**config.mk**
```make
export PLATFORM = sky130hd
export DESIGN_NAME = muldiv_seq
export DESIGN_NICKNAME = d
export VERILOG_FILES = /design/src/rtl/muldiv_pkg.sv /design/src/rtl/muldiv_cond_neg.sv /design/src/rtl/muldiv_seq.sv
export SDC_FILE = /design/constraint.sdc
export NUM_CORES = 1
export LEC_CHECK = 0
export ABC_AREA = 1
export BUFFER_PORTS_ARGS = -buffer_cell sky130_fd_sc_hd__buf_2
export CORE_MARGIN = 5
export CORE_UTILIZATION = 25
export DETAILED_ROUTE_END_ITERATION = 16
export MAX_ROUTING_LAYER = met4
export PLACE_DENSITY_LB_ADDON = 0.08
export SETUP_SLACK_MARGIN = 0.15
export SLEW_MARGIN = 20
export SYNTH_ARGS = -nofsm -noshare
export SYNTH_HDL_FRONTEND = slang
export SYNTH_SLANG_ARGS = --single-unit
```
**constraint.sdc**
```tcl
create_clock -name i_clk -period 3.6 [get_ports i_clk]
set_input_delay 0.54 -clock i_clk [delete_from_list [all_inputs] [get_ports i_clk]]
set_output_delay 0.54 -clock i_clk [all_outputs]
set_load 0.005 [all_outputs]
```
**src/rtl/muldiv_pkg.sv**
```systemverilog
// Shared encodings for the RV32M multiply/divide sequencer.
package muldiv_pkg;

    localparam int ITERATIONS = 32;

    localparam logic [2:0] F3_MUL    = 3'b000;
    localparam logic [2:0] F3_MULH   = 3'b001;
    localparam logic [2:0] F3_MULHSU = 3'b010;
    localparam logic [2:0] F3_MULHU  = 3'b011;
    localparam logic [2:0] F3_DIV    = 3'b100;
    localparam logic [2:0] F3_DIVU   = 3'b101;
    localparam logic [2:0] F3_REM    = 3'b110;
    localparam logic [2:0] F3_REMU   = 3'b111;

    typedef enum logic [2:0] {
        ST_IDLE  = 3'd0,
        ST_PREP  = 3'd1,
        ST_RUN   = 3'd2,
        ST_FIXUP = 3'd3,
        ST_DONE  = 3'd4
    } state_e;

    function automatic logic f3_is_div(input logic [2:0] f3);
        return f3[2];
    endfunction

endpackage

```
**src/rtl/muldiv_cond_neg.sv**
```systemverilog
// Conditional two's-complement negate; used for operand magnitudes and result sign fixup.
module muldiv_cond_neg #(
    parameter int W = 32
) (
    input  logic [W-1:0] in_i,
    input  logic         neg_i,
    output logic [W-1:0] out_o
);

    assign out_o = neg_i ? (~in_i + W'(1)) : in_i;

endmodule

```
**src/rtl/muldiv_seq.sv**
```systemverilog
// Iterative RV32M multiply/divide sequencer: 32-step shift-add multiply, restoring divide.
// MULDIV_EARLY_TERM_EN: multiply leaves RUN as soon as the remaining multiplier is zero.
//   state | meaning
//   IDLE  | ready for a request
//   PREP  | operand magnitudes, result sign, divide-by-zero shortcut
//   RUN   | one shift-add / shift-subtract step per cycle
//   FIXUP | sign-correct and select the result word
//   DONE  | result held until the consumer takes it
module muldiv_seq
    import muldiv_pkg::*;
#(
    parameter int XLEN  = 32,
    parameter int CNT_W = 5
) (
    input  logic            i_clk,
    input  logic            i_rst_n,
    input  logic            i_valid,
    output logic            o_ready,
    input  logic [2:0]      i_funct3,
    input  logic [XLEN-1:0] i_op1,
    input  logic [XLEN-1:0] i_op2,
    input  logic            i_flush,
    output logic            o_valid,
    input  logic            i_ready,
    output logic [XLEN-1:0] o_result,
    output logic            o_busy
);

    state_e              state_q;
    logic [2:0]          f3_q;
    logic [XLEN-1:0]     op1_q;
    logic [XLEN-1:0]     op2_q;
    logic [2*XLEN-1:0]   acc_q;
    logic [2*XLEN-1:0]   mcand_q;
    logic [XLEN-1:0]     mplier_q;
    logic [XLEN-1:0]     dvd_q;
    logic [XLEN-1:0]     rem_q;
    logic [XLEN-1:0]     dvsr_q;
    logic [CNT_W-1:0]    cnt_q;
    logic                neg_q;
    logic [XLEN-1:0]     result_q;
    logic                valid_q;
    logic                ready_q;
    logic                busy_q;

    logic                is_div;
    logic                is_rem;
    logic                sign1;
    logic                sign2;
    logic                res_neg;
    logic [XLEN-1:0]     mag1;
    logic [XLEN-1:0]     mag2;
    logic [XLEN-1:0]     rem_shift;
    logic                rem_ge;
    logic                run_last;
    logic                early_exit;
    logic [2*XLEN-1:0]   fix_in;
    logic [2*XLEN-1:0]   fix_out;
    logic [XLEN-1:0]     fix_word;

    always_comb begin
        is_div  = f3_is_div(f3_q);
        is_rem  = f3_q[2] & f3_q[1];
        sign1   = op1_q[XLEN-1] & ((f3_q == F3_MUL) | (f3_q == F3_MULH) | (f3_q == F3_MULHSU) |
                                   (f3_q == F3_DIV) | (f3_q == F3_REM));
        sign2   = op2_q[XLEN-1] & ((f3_q == F3_MUL) | (f3_q == F3_MULH) |
                                   (f3_q == F3_DIV) | (f3_q == F3_REM));
        res_neg = is_rem ? sign1 : (sign1 ^ sign2);

        rem_shift = {rem_q[XLEN-2:0], dvd_q[XLEN-1]};
        rem_ge    = (rem_shift >= dvsr_q);
        run_last  = (cnt_q == CNT_W'(ITERATIONS - 1));
`ifdef MULDIV_EARLY_TERM_EN
        early_exit = !is_div && (mplier_q == '0);
`else
        early_exit = 1'b0;
`endif

        if (!is_div) begin
            fix_in = acc_q;
        end else if (is_rem) begin
            fix_in = {{XLEN{1'b0}}, rem_q};
        end else begin
            fix_in = {{XLEN{1'b0}}, dvd_q};
        end
        // MUL and both divide flavours take the low word; the MULH family takes the high word.
        fix_word = ((f3_q == F3_MUL) || is_div) ? fix_out[XLEN-1:0] : fix_out[2*XLEN-1:XLEN];
    end

    muldiv_cond_neg #(.W(XLEN)) u_abs1 (
        .in_i  (op1_q),
        .neg_i (sign1),
        .out_o (mag1)
    );

    muldiv_cond_neg #(.W(XLEN)) u_abs2 (
        .in_i  (op2_q),
        .neg_i (sign2),
        .out_o (mag2)
    );

    muldiv_cond_neg #(.W(2*XLEN)) u_fix (
        .in_i  (fix_in),
        .neg_i (neg_q),
        .out_o (fix_out)
    );

    always_ff @(posedge i_clk) begin
        if (!i_rst_n) begin
            state_q  <= ST_IDLE;
            f3_q     <= '0;
            op1_q    <= '0;
            op2_q    <= '0;
            acc_q    <= '0;
            mcand_q  <= '0;
            mplier_q <= '0;
            dvd_q    <= '0;
            rem_q    <= '0;
            dvsr_q   <= '0;
            cnt_q    <= '0;
            neg_q    <= 1'b0;
            result_q <= '0;
            valid_q  <= 1'b0;
            ready_q  <= 1'b1;
            busy_q   <= 1'b0;
        end else if (i_flush && (state_q != ST_IDLE)) begin
            state_q <= ST_IDLE;
            valid_q <= 1'b0;
            ready_q <= 1'b1;
            busy_q  <= 1'b0;
        end else begin
            case (state_q)
                ST_IDLE: begin
                    if (i_valid && ready_q && !i_flush) begin
                        f3_q    <= i_funct3;
                        op1_q   <= i_op1;
                        op2_q   <= i_op2;
                        state_q <= ST_PREP;
                        ready_q <= 1'b0;
                        busy_q  <= 1'b1;
                    end
                end
                ST_PREP: begin
                    neg_q    <= res_neg;
                    cnt_q    <= '0;
                    acc_q    <= '0;
                    mcand_q  <= {{XLEN{1'b0}}, mag1};
                    mplier_q <= mag2;
                    dvd_q    <= mag1;
                    rem_q    <= '0;
                    dvsr_q   <= mag2;
                    if (is_div && (op2_q == '0)) begin
                        result_q <= is_rem ? op1_q : '1;
                        state_q  <= ST_DONE;
                    end else begin
                        state_q  <= ST_RUN;
                    end
                end
                ST_RUN: begin
                    if (early_exit) begin
                        state_q <= ST_FIXUP;
                    end else begin
                        if (is_div) begin
                            rem_q <= rem_ge ? (rem_shift - dvsr_q) : rem_shift;
                            dvd_q <= {dvd_q[XLEN-2:0], rem_ge};
                        end else begin
                            if (mplier_q[0]) begin
                                acc_q <= acc_q + mcand_q;
                            end
                            mcand_q  <= mcand_q << 1;
                            mplier_q <= mplier_q >> 1;
                        end
                        cnt_q <= cnt_q + CNT_W'(1);
                        if (run_last) begin
                            state_q <= ST_FIXUP;
                        end
                    end
                end
                ST_FIXUP: begin
                    result_q <= fix_word;
                    state_q  <= ST_DONE;
                end
                ST_DONE: begin
                    // valid rises one cycle after the result register settles
                    if (!valid_q) begin
                        valid_q <= 1'b1;
                    end else if (i_ready) begin
                        valid_q <= 1'b0;
                        ready_q <= 1'b1;
                        busy_q  <= 1'b0;
                        state_q <= ST_IDLE;
                    end
                end
                default: begin
                    state_q <= ST_IDLE;
                    valid_q <= 1'b0;
                    ready_q <= 1'b1;
                    busy_q  <= 1'b0;
                end
            endcase
        end
    end

    assign o_valid  = valid_q;
    assign o_ready  = ready_q;
    assign o_busy   = busy_q;
    assign o_result = result_q;

endmodule

```
# Word-level counts from Yosys, hierarchy flattened
# Cells that the tools add are included.
dict set report totals {
  word_cells 120
  reg_bits 367
  out_inout_bits 35
  in_bits 72
}
dict set report op_classes {
  n_addsub 6
  n_mux 40
  n_eq_ne 17
  n_lt_le_gt_ge 1
  n_bitwise 16
  n_reduce_logical 24
}
# op n
set op_table {}
lappend op_table {{$mux W32} 10}
lappend op_table {{$mux W64} 5}
lappend op_table {{$pmux W32 S2} 4}
lappend op_table {{$pmux W64 S2} 2}
lappend op_table {{$add A32 B1 Y32 const B} 2}
lappend op_table {{$add A64 B1 Y64 const B} 1}
lappend op_table {{$add A64 B64 Y64} 1}
lappend op_table {{$not A32 Y32} 2}
lappend op_table {{$not A64 Y64} 1}
lappend op_table {{$ge A32 B32 Y1} 1}
lappend op_table {{$logic_not A32 Y1} 1}
lappend op_table {{$sub A32 B32 Y32} 1}
lappend op_table {{$ne A2 B2 Y1 const B} 8}
lappend op_table {{$mux W3} 5}
lappend op_table {{$pmux W3 S5} 1}
lappend op_table {{$reduce_and A3 Y1} 4}
lappend op_table {{$reduce_and A4 Y1} 3}
lappend op_table {{$pmux W5 S2} 1}
lappend op_table {{$eq A3 B2 Y1 const B} 3}
lappend op_table {{$eq A3 B3 Y1 const B} 3}
lappend op_table {{$mux W1} 9}
lappend op_table {{$eq A3 B1 Y1 const B} 2}
lappend op_table {{$logic_not A3 Y1} 2}
lappend op_table {{$or A1 B1 Y1} 6}
lappend op_table {{16 further kinds} 26}

# Longest topological paths before layout
# Gate-level depths: netlist of the first run.
dict set report logic_depth {
  ltp_word 8
  mapped_depth 19
  ltp_nobuf 18
}

# Hierarchy
# From an unflattened synthesis of the first run, not the netlist that was laid out.
dict set report unflattened {
  cells_unflattened 4912
  hier_area_um2 28406.0
}
# mod cells_each n_inst area_per_inst_um2 seq_area_each_um2
set by_module_without_submodules {}
lappend by_module_without_submodules {muldiv_seq 3960 1 23722.8 7347.0}
lappend by_module_without_submodules {{muldiv_cond_neg (u_fix)} 498 1 2466.1 0.0}
lappend by_module_without_submodules {{muldiv_cond_neg (u_abs1 ...)} 227 2 1108.6 0.0}

# Worst setup path before layout of the first run
# Ideal clock, no wire load.
dict set report synth_path {
  kind {register to register}
  start {register acc_q[0]}
  end {register acc_q[58]}
  path_stages_with_launch 17
  synth_period_minus_slack_ns 2.410
  slack_ns 1.190
  arrival_ns 2.278
  required_time_ns 3.468
  path_buffers 0
  setup_time_ns 0.132
  cell_sequence {dfxtp_1 -> ha_1 -> inv_1 -> fa_1 -> nor2_1 -> nand2_1 -> nand2_1 -> a21oi_1 -> inv_1 -> a21o_1 -> inv_1 -> o21ai_0 -> nand3_1 -> nand2_1 -> nand2_1 -> nand3_1 -> a21oi_1}
}
dict set report synth_via {
  elab_chain_cells 4
}
# element line
set synth_lines {}
lappend synth_lines {{from (decl)} muldiv_seq.sv:33} ;# logic [2*XLEN-1:0] acc_q;
lappend synth_lines {{from (signal assigned)} muldiv_seq.sv:168} ;# acc_q <= acc_q + mcand_q;
lappend synth_lines {{$add A64 B64 Y64} muldiv_seq.sv:168}
lappend synth_lines {{$mux W64} muldiv_seq.sv:167} ;# if (mplier_q[0]) begin
lappend synth_lines {{$mux W64} muldiv_seq.sv:163} ;# if (is_div) begin
lappend synth_lines {{$pmux W64 S2} muldiv_seq.sv:132} ;# case (state_q)
# No other way between the ends. The select of a mux whose other input is x is not followed.
# A chain may end at the register's enable or synchronous reset.

# Worst setup path after layout of the first run
dict set report layout_path {
  start {register op2_q[0]}
  end {register result_q[23], in the netlist o_result[23]}
}
dict set report layout_via {
  elab_chain_cells 4
}
# element line
set layout_lines {}
lappend layout_lines {{from (decl)} muldiv_seq.sv:32} ;# logic [XLEN-1:0] op2_q;
lappend layout_lines {{from (signal assigned)} muldiv_seq.sv:137} ;# op2_q <= i_op2;
lappend layout_lines {{$logic_not A32 Y1} muldiv_seq.sv:152} ;# if (is_div && (op2_q == '0)) begin
lappend layout_lines {{$logic_and A1 B1 Y1} muldiv_seq.sv:152}
lappend layout_lines {{$ne A2 B2 Y1 (no source line)} -}
lappend layout_lines {{$reduce_and A3 Y1 (no source line)} -}
lappend layout_lines {{to (signal assigned)} muldiv_seq.sv:153} ;# result_q <= is_rem ? op1_q : '1;
lappend layout_lines {{to (signal assigned)} muldiv_seq.sv:180} ;# result_q <= fix_word;
lappend layout_lines {{to (decl)} muldiv_seq.sv:41} ;# logic [XLEN-1:0] result_q;
# No other way between the ends.

==> results.py, run 1 <==
metrics = {
    "detailed_routing": {
        "vias": 27700,
        "routed_wl_um": 121000,
        "initialDrtViolationCount": 2230,
        "postRouteAntennaNets": 0,
        "drc": 0,
        "dr.pass1.iters": 6,
        "wire_per_inst_um": 21.5,
        "avgViaCountPerCell": 4.94,
    },
    "floorplan": {
        "die_height_um": 330,
        "initial_core_util_pct": 25.2,
        "die_w_um": 330,
        "core-area_mm2": 0.102,
        "num_rows": 117,
        "dieArea_mm2": 0.109,
        "io-pin-count": 107,
    },
    "power_and_ir_drop": {
        "power_leakage_uw": 0.0127,
        "power_density_mw_per_mm2": 672,
        "ir_worst_vdd_mv": 0.534,
    },
    "synthesis": {
        "synth_common_cells": "1048 x nand2_1, 538 x a21oi_1, 446 x nor2_1",
        "synth_area_mm2": 0.0256,
        "synth_warnings": 0,
        "ys_ff_latch": 367,
        "yosys.area.top_type_share_pct": 28.7,
        "syn_inst": 4173,
        "synth_top_flop_cell": "dfxtp_1",
        "synth_edf_count": 0,
        "avgSynthCellArea_um2": 6.14,
        "yosys-top-cells-area": "dfxtp_1 29%, nand2_1 15%, a21oi_1 11%",
        "yosysMostFrequentCell": "nand2_1",
        "synthDistinctLibCells": 52,
        "async_flop_share_pct": 0,
        "synth_seq_area_share_pct": 28.7,
        "synth_top_area_cell": "dfxtp_1",
        "syn-num-nets": 4347,
    },
    "grt": {
        "overflow": 0,
        "grt_util_all_layers_pct": 22.1,
        "grt_pass1_wl_um": 177000,
        "grtUsageMet3_pct": 3.60,
        "grt_util_met1_pct": 31.5,
        "grt_pass1_vias": 26700,
        "busiest_layer": "met2",
        "grt_max_degree": 120,
        "antenna_found_initial": 7,
        "met2_usage_pct": 32.3,
    },
    "clock_tree": {
        "cts.sinks": 367,
        "cts_tree": "built",
        "cts.htree.levels": 2,
        "insertion_delay_ps": 660,
        "root_buffer": "clkbuf_16",
        "cts_buffers": 48,
        "post_cts_buffers": 0,
        "cts-hold-fix-buffers": 0,
        "path_clk_slew_ps": 60,
        "cts_resized": 0,
        "clk_path_buf_depth": 3,
    },
    "sta": {
        "maxSlewHeadroom_pct": 38.3,
        "fmaxAchievable_mhz": 317,
        "setup_viol": 0,
        "skew_ps": 16.7,
        "post-route-period-util_pct": 87.7,
        "rsz0062_at_grt": "no",
        "hold_viol": 0,
        "tns_ps": 0,
        "tightest_slew_ps": 916,
        "slew_viol_final": 0,
        "worst_slack_ps": 444,
        "final.min_clock_period_ps": 3160,
    },
    "critical_path": {
        "cp_slowest_stage_delay_ps": 530,
        "cpMaxStageDelayCell": "inv_2",
        "crit_path_start_kind": "register",
        "critPathRequiredTime_ps": 4180,
        "arrival_ps": 3740,
        "rr_startpoint": "op2_q[0]",
        "worstSetupPathType": "register to register",
        "critical_path.endpoint_type": "register",
        "cp_max_fo": 28,
        "worstSetupStartpoint": "op2_q[0]",
        "worst-path-buf-inv": 2,
        "path_cells": "inv_1, ha_1, nand2_1, nor3_2, nand2_1, nor3_1, nor2_1, nor2_1, nand2_2, inv_2, o21ai_0, a21oi_1",
        "cpLargestDelayFamily": "simple AND/OR/NAND/NOR gates",
    },
    "place": {
        "post-dp-hpwl_um": 94900,
        "gp_congestion": 0.953,
        "numPortBuffers": 106,
        "pre_cts_slack_ps": 412,
    },
    "hold_path": {
        "holdCritPathClass": "input port to register",
        "min_from": "i_op2[10]",
    },
    "job": {
        "maxCapViolCount": 0,
    },
    "final_layout": {
        "multi_input_area_mm2": 0.0160,
        "drive_gt1_share_pct": 8.27,
        "regArea_mm2": 0.00735,
        "filler_cell_count": 11600,
        "fin_nets": 4385,
        "area_delta_synth_final_pct": 14.2,
    },
    "run_status": {
        "status": "completed",
    },
}
-- worst register-to-register path, cell delays in order, from the launching register on --
cell and delay (ps):
dfxtp_1 310, inv_1 130, ha_1 200, nand2_1 110
nor3_2 380, nand2_1 190, nor3_1 240, nor2_1 130
nor2_1 170, nand2_2 340, inv_2 560, o21ai_0 180
a21oi_1 160
-- layout by cell type, fill, tap and decap left out, types with 15 or more instances in the layout --
master,count
a21boi_0,19
a21oi_1,538
a31oi_1,24
buf_2,105
buf_4,53
clkbuf_16,48
dfxtp_1,365
ha_1,100
inv_1,381
nand2_1,1047
nand3_1,295
nand3b_1,15
nand4_1,52
nor2_1,442
nor2_2,15
nor3_1,42
o211ai_1,25
o21ai_0,349
o21bai_1,17
o22ai_1,15
or2_2,51
xnor2_1,23
xor2_1,59
-- cells by family (layout without fill, tap and decap cells) --
| family | Yosys count | in the layout | share of synthesized area (%) |
|---|---|---|---|
| AND/OR/NAND/NOR | 2009 | 2009 | 33.0 |
| AO/OA/AOI/OAI | 1041 | 1041 | 21.6 |
| buffers and inverters | 571 | 641 | 8.76 |
| flip-flops | 367 | 367 | 28.7 |
| adder cells (fa/ha/maj) | 102 | 102 | 5.04 |
| XOR/XNOR | 82 | 82 | 2.81 |
| multiplexers | 1 | 1 | 0.0391 |
| other | 0 | 3 | 0 |
-- registers in the layout (all words and copies together) (netlist names), 3 cells and up --
name / count
acc_q: 64
op2_q: 32
mcand_q: 64
op1_q: 32
dvd_q: 32
mplier_q: 32
state_q: 3
rem_q: 32
f3_q: 3
o_result: 32
dvsr_q: 32
cnt_q: 5
-- routing by layer --
metal	part of all wire, %	wire [um]	vias to the layer above
met5	0	0	-
met4	3.0	3650	0
met3	5.4	6480	156
met2	42	50400	660
met1	50	60000	13000
li1	-	-	13900
-- worst paths after layout --
| path | endpoint | slack (ps) | cells after the start |
|---|---|---|---|
| hold / removal | op2_q[10] | 110 | 3 |
| setup / recovery | o_result[23] | 440 | 12 |
| hold reg to reg | mplier_q[22] | 460 | 2 |
| setup reg to reg | o_result[23] | 440 | 12 |
-- per-stage QoR --
| step | utilization (%) | total power, uW | hold slack [ps] | std cells | cell area, um^2 |
|---|---|---|---|---|---|
| 2_1_floorplan | - | 11300 | 445 | 4173 | 25600 |
| 3_3_place_gp | 27.2 | 14800 | 456 | 5529 | 27700 |
| 3_5_place_dp | 27.2 | 14800 | 456 | 5529 | 27700 |
| 4_1_cts | 28.7 | 19800 | 63.5 | 5611 | 29200 |
| 5_1_grt | 28.7 | 21000 | 92.8 | 5613 | 29200 |
| 6_report | 28.7 | 19600 | 110 | 5614 | 29200 |
-- cell type report --
type | instances | area share, %
antenna | 3 | 0.0257
clock buffer | 67 | 4.76
clock inverter | 15 | 0.578
inverter | 394 | 5.09
multi-input combinational | 3235 | 54.9
sequential | 367 | 25.1
tap | 1368 | 5.86
timing repair buffer | 165 | 3.64
-- power breakdown --
part	leakage (uW)	total (uW)	switching, uW	internal [uW]
registers	0.00298	5220	545	4680
clock network	0.000762	4910	2140	2770
logic	0.00896	9510	6820	2680
Note: power is estimated with default switching activity, not from simulation.
==> run 2: changes to the inputs <==
BUFFER_PORTS_ARGS = default   (was -buffer_cell sky130_fd_sc_hd__buf_2)
DONT_BUFFER_PORTS = 1   (was default)
SYNTH_HIERARCHICAL = 1   (was default)
==> results.py, run 2 <==
metrics = {
    "floorplan": {
        "core-area_mm2": 0.113,
        "dieArea_mm2": 0.120,
        "die_height_um": 347,
        "die_w_um": 347,
        "num_rows": 123,
        "initial_core_util_pct": 25.2,
        "io-pin-count": 107,
    },
    "synthesis": {
        "synth_top_flop_cell": "dfxtp_1",
        "ys_ff_latch": 367,
        "synth_warnings": 6,
        "synth_top_area_cell": "dfxtp_1",
        "yosys.area.top_type_share_pct": 25.9,
        "yosys-top-cells-area": "dfxtp_1 26%, nand2_1 22%, nor2_1 8.1%",
        "synth_area_mm2": 0.0284,
        "synth_edf_count": 0,
        "synth_compound_area_share_pct": 14.8,
        "synth_common_cells": "1637 x nand2_1, 610 x nor2_1, 593 x inv_1",
        "yosys.area_share.xor_xnor_pct": 2.43,
        "synth_seq_area_share_pct": 25.9,
        "avgSynthCellArea_um2": 5.78,
        "synth_top_family_by_area": "simple AND/OR/NAND/NOR gates",
        "synthSimpleGateAreaFrac_pct": 41.1,
        "synthDistinctLibCells": 48,
        "yosysMostFrequentCell": "nand2_1",
        "syn_inst": 4912,
        "synthMuxAreaShare_pct": 0,
        "synthAdderAreaFrac_pct": 4.55,
        "syn-num-nets": 5086,
        "async_flop_share_pct": 0,
    },
    "place": {
        "gp_congestion": 0.916,
        "numPortBuffers": 0,
        "post-dp-hpwl_um": 104000,
        "dp_cells": 6289,
    },
    "sta": {
        "post-route-period-util_pct": 86.8,
        "hold_slack_ps": 48.8,
        "fmaxAchievable_mhz": 320,
        "final.min_clock_period_ps": 3130,
        "rsz0062_at_grt": "no",
        "slew_viol_final": 0,
        "tightest_slew_ps": 902,
        "maxSlewHeadroom_pct": 39.9,
        "tns_ps": 0,
        "skew_ps": 54.9,
        "setup_viol": 0,
        "hold_viol": 0,
    },
    "critical_path": {
        "worstSetupPathType": "register to register",
        "worst-path-buf-inv": 1,
        "arrival_ps": 3720,
        "reg2reg_slack_ps": 470,
        "critPathRequiredTime_ps": 4190,
        "r2r_cells": 14,
        "cp_slowest_stage_delay_ps": 710,
        "cpLargestDelayFamily": "compound AO/OA/AOI/OAI gates",
        "critical_path.endpoint_type": "register",
        "path_cells": "buf_4, nor2_1, o21ai_0, nor2_2, nand2_1, nor2_1, nand2_1, nand2_1, nand2_1, xor2_1, nor2_1, o31ai_1, nand3_1, a21oi_1",
        "crit_path_start_kind": "register",
        "endpoint": "o_result[1]",
        "cp_max_fo": 35,
        "worstSetupStartpoint": "f3_q[1]",
        "cpMaxStageDelayCell": "o21ai_0",
        "crit_cells": 14,
        "rr_startpoint": "f3_q[1]",
        "r2r_end": "o_result[1]",
        "crit_path_frequent_cell": "nand2_1",
    },
    "final_layout": {
        "fin_nets": 5074,
        "stdcell_count": 6441,
        "area_delta_synth_final_pct": 14.0,
        "top_regs": "acc_q: 64 flops, mcand_q: 64 flops",
        "filler_cell_count": 13100,
        "drive_gt1_share_pct": 6.07,
        "final_cell_mix": "1635 x nand2_1, 607 x nor2_1, 593 x inv_1",
        "final_common_cell": "nand2_1",
    },
    "clock_tree": {
        "cts.sinks": 367,
        "clk_path_buf_depth": 3,
        "path_clk_slew_ps": 60,
        "cts.htree.levels": 2,
        "cts_buffers": 50,
        "root_buffer": "clkbuf_16",
        "insertion_delay_ps": 670,
        "cts_tree": "built",
    },
    "power_and_ir_drop": {
        "ir_worst_vdd_mv": 0.390,
        "power_leakage_uw": 0.0154,
        "power_density_mw_per_mm2": 653,
    },
    "grt": {
        "grt_pass1_vias": 28700,
        "overflow": 0,
        "grt_util_all_layers_pct": 21.5,
        "antenna_found_initial": 4,
        "grt_max_degree": 168,
        "grt_pass1_wl_um": 193000,
    },
    "hold_path": {
        "holdCritPathClass": "input port to register",
    },
    "detailed_routing": {
        "routed_wl_um": 131000,
        "vias": 30600,
        "avgViaCountPerCell": 4.75,
        "wire_per_inst_um": 20.3,
        "initialDrtViolationCount": 2357,
        "drc": 0,
        "postRouteAntennaNets": 0,
        "dr.pass1.iters": 5,
    },
    "job": {
        "maxCapViolCount": 0,
    },
    "run_status": {
        "status": "completed",
    },
}
## run 2: final cells by class
cell class | instances | area, um^2 | share of cell area (%)
flip-flops and latches | 367 | 7350 | 22.7
multi-input cells | 3739 | 17900 | 55.3
clock buffers | 71 | 1460 | 4.51
repair buffers | 128 | 1180 | 3.65
diodes | 2 | 5.00 | 0.0154
inverters | 614 | 2320 | 7.18
well taps | 1500 | 1880 | 5.79
clock inverters | 20 | 295 | 0.912
## run 2: through the flow
step | setup WS (ps) | cell area (um^2) | total power [uW] | utilization [%]
floorplan | 942 | 28400 | 12400 | -
global placement | 543 | 30000 | 15900 | 26.7
detailed placement | 518 | 30000 | 15800 | 26.7
CTS | 474 | 32400 | 21400 | 28.8
global route | 252 | 32400 | 22700 | 28.8
finish | 474 | 32400 | 21100 | 28.8
## run 2: power breakdown
part           switching, uW  internal [uW]
Clock                   2180           3190
Sequential               695           4620
Combinational           7420           3040
## run 2: how the worst min path moves through the flow
stage / start / end / slack, ps / cells after the start
6_report: i_op1[17] / op1_q[17] / 50 / 2
5_1_grt: i_op1[2] / op1_q[2] / 30 / 2
4_1_cts: i_op1[2] / op1_q[2] / 3 / 2
3_5_place_dp: dvsr_q[2] / dvsr_q[2] / 460 / 2
3_3_place_gp: dvsr_q[2] / dvsr_q[2] / 450 / 2
2_1_floorplan: dvsr_q[10] / dvsr_q[10] / 430 / 2
## run 2: layer usage
layer	wire length, um	vias to the layer above	share of wire, %	track usage (%)
met2	59100	694	45	34.2
met1	63700	14200	49	29.9
met5	0	-	0	-
met3	5810	108	4.4	2.41
met4	2130	0	1.6	3.69
li1	-	15600	-	-
## run 2: kinds of logic after synthesis
kind of cell,Yosys count
AO/OA/AOI/OAI,771
AND/OR/NAND/NOR,2788
flip-flops,367
XOR/XNOR,78
adder cells (fa/ha/maj),102
buffers and inverters,806
## run 2: worst reg2reg max path, stage by stage (launching register included)
cell and delay [ps]:
dfxtp_1 330, buf_4 360, nor2_1 100, o21ai_0 710, nor2_2 90, nand2_1 170
nor2_1 110, nand2_1 80, nand2_1 40, nand2_1 130, xor2_1 300, nor2_1 100
o31ai_1 270, nand3_1 110, a21oi_1 170
## run 2: timing repair
action	in CTS	in global routing
setup buffers	0	0
hold buffers	59	0
gates resized for setup	0	0
hold endpoints to repair	59	0
==> run 3: changes to the inputs <==
clock period = 3.7 ns   (was 3.6 ns; I/O delays follow)
==> results.py, run 3 (synthesized netlist as in run 2, its figures left out) <==
metrics = {
    "sta": {
        "maxSlewHeadroom_pct": 36.7,
        "fmaxAchievable_mhz": 312,
        "post-route-period-util_pct": 86.6,
        "tightest_slew_ps": 949,
        "rsz0062_at_grt": "no",
        "final.min_clock_period_ps": 3200,
        "worst_slack_ps": 496,
        "slew_viol_final": 0,
        "tns_ps": 0,
        "hold_viol": 0,
        "skew_ps": 41.3,
        "setup_viol": 0,
    },
    "final_layout": {
        "drive_gt1_share_pct": 6.17,
        "final_cell_mix": "1635 x nand2_1, 607 x nor2_1, 593 x inv_1",
        "stdcell_count": 6393,
        "area_delta_synth_final_pct": 12.0,
        "final_common_cell": "nand2_1",
        "filler_cell_count": 13100,
        "multi_input_area_mm2": 0.0179,
        "fin_nets": 5015,
        "regArea_mm2": 0.00735,
        "top_regs": "acc_q: 64 flops, mcand_q: 64 flops",
    },
    "grt": {
        "grt_pass1_vias": 28800,
        "antenna_found_initial": 13,
        "grt_pass1_wl_um": 192000,
        "overflow": 0,
        "grt_util_all_layers_pct": 21.6,
        "grt_max_degree": 168,
    },
    "clock_tree": {
        "cts-hold-fix-buffers": 2,
        "cts_resized": 0,
        "insertion_delay_ps": 650,
        "cts.sinks": 367,
        "clk_path_buf_depth": 3,
        "path_clk_slew_ps": 60,
        "cts_buffers": 50,
        "post_cts_buffers": 0,
        "root_buffer": "clkbuf_16",
        "cts_tree": "built",
        "cts.htree.levels": 2,
    },
    "power_and_ir_drop": {
        "ir_worst_vdd_mv": 0.421,
        "p_int_uw": 10400,
        "switchingPower_uw": 10100,
        "power_density_mw_per_mm2": 643,
        "power_leakage_uw": 0.0152,
        "p_clk_share_pct": 25.2,
        "swShare_pct": 49.1,
        "seq_power_share_pct": 25.3,
        "combPwrFrac_pct": 49.4,
    },
    "place": {
        "gp_congestion": 0.926,
        "pre_cts_slack_ps": 525,
        "post-dp-hpwl_um": 104000,
        "dp_cells": 6287,
        "numPortBuffers": 0,
    },
    "floorplan": {
        "io-pin-count": 107,
        "initial_core_util_pct": 25.2,
        "core-area_mm2": 0.113,
        "die_w_um": 347,
        "dieArea_mm2": 0.120,
        "die_height_um": 347,
        "num_rows": 123,
    },
    "detailed_routing": {
        "wire_per_inst_um": 20.5,
        "avgViaCountPerCell": 4.76,
        "drc": 0,
        "initialDrtViolationCount": 2402,
        "dr.pass1.iters": 6,
        "postRouteAntennaNets": 0,
        "vias": 30400,
        "routed_wl_um": 131000,
    },
    "critical_path": {
        "worstSetupPathType": "register to register",
        "cpMaxStageDelayCell": "o31ai_1",
        "crit_path_start_kind": "register",
        "cp_slowest_stage_delay_ps": 420,
        "path_cells": "inv_1, buf_12, o21ai_0, o21ai_0, buf_4, inv_1, ha_1, nand3_4, nor2_4, nand3_4, o21ai_4, nand3_1, nand2_1, nor2_1, o31ai_1, nand3_1, a21oi_1",
        "cp_max_fo": 31,
        "rr_startpoint": "f3_q[1]",
        "critical_path.endpoint_type": "register",
        "arrival_ps": 3780,
        "worstSetupStartpoint": "f3_q[1]",
        "critPathRequiredTime_ps": 4270,
    },
    "job": {
        "maxCapViolCount": 0,
    },
    "hold_path": {
        "holdCritPathClass": "input port to register",
        "min_from": "i_op1[9]",
    },
    "run_status": {
        "status": "completed",
    },
}
[run 3: cell types whose count changed in the layout (fill, tap and decap cells not counted), moves of 2 or more]
| cell | delta |
|---|---|
| dlygate4sd3_1 | -57 |
| diode_2 | +9 |
| clkinv_2 | +5 |
| clkinv_4 | -3 |
| buf_4 | -2 |
| clkinvlp_4 | +2 |
[run 3: worst paths after layout]
path                       to  slack (ps)  cells after the start
setup / recovery  o_result[8]         500                     17
hold / removal       op1_q[9]          50                      2
setup reg to reg  o_result[8]         500                     17
hold reg to reg     dvsr_q[6]         470                      2
[run 3: metrics by stage]
stage	util, %	hold WS (ps)	instance area, um^2	total power (uW)
2_1_floorplan	-	433	28400	12000
4_1_cts	28.2	0.446	31800	20700
6_report	28.2	45.2	31800	20500
3_3_place_gp	26.7	451	30000	15400
3_5_place_dp	26.7	464	30000	15400
5_1_grt	28.2	21.1	31800	21900
[run 3: area by class of cell]
class	instances	share of cell area (%)
Multi-Input combinational cell	3739	56.3
Sequential cell	367	23.1
Inverter	614	7.31
Tap cell	1500	5.90
Clock buffer	69	4.53
Timing Repair Buffer	69	1.88
Clock inverter	24	0.928
Antenna cell	11	0.0865
[run 3: power by group through the flow]
stage | Sequential (uW) | Clock (uW) | Combinational (uW)
2_1_floorplan | 4890 | 0 | 7130
3_3_place_gp | 5270 | 0 | 10200
3_5_place_dp | 5260 | 0 | 10100
4_1_cts | 5180 | 5330 | 10200
5_1_grt | 5240 | 5460 | 11200
6_report | 5180 | 5160 | 10100
[run 3: critical path: cells and delay by family (launching register included)]
| family | cells | cell delay [ps] |
|---|---|---|
| AND/OR/NAND/NOR | 7 | 850 |
| buffers and inverters | 4 | 560 |
| adder cells (fa/ha/maj) | 1 | 220 |
| flip-flops | 1 | 330 |
| AO/OA/AOI/OAI | 5 | 1160 |
[run 3: per-layer routing]
metal  track usage, %  vias up  part of all wire (%)
li1                 -    15500                     -
met1             28.7    14100                    47
met2             33.8      653                    45
met3             3.71      152                   5.2
met4             5.97        0                   2.8
met5                -        -                     0
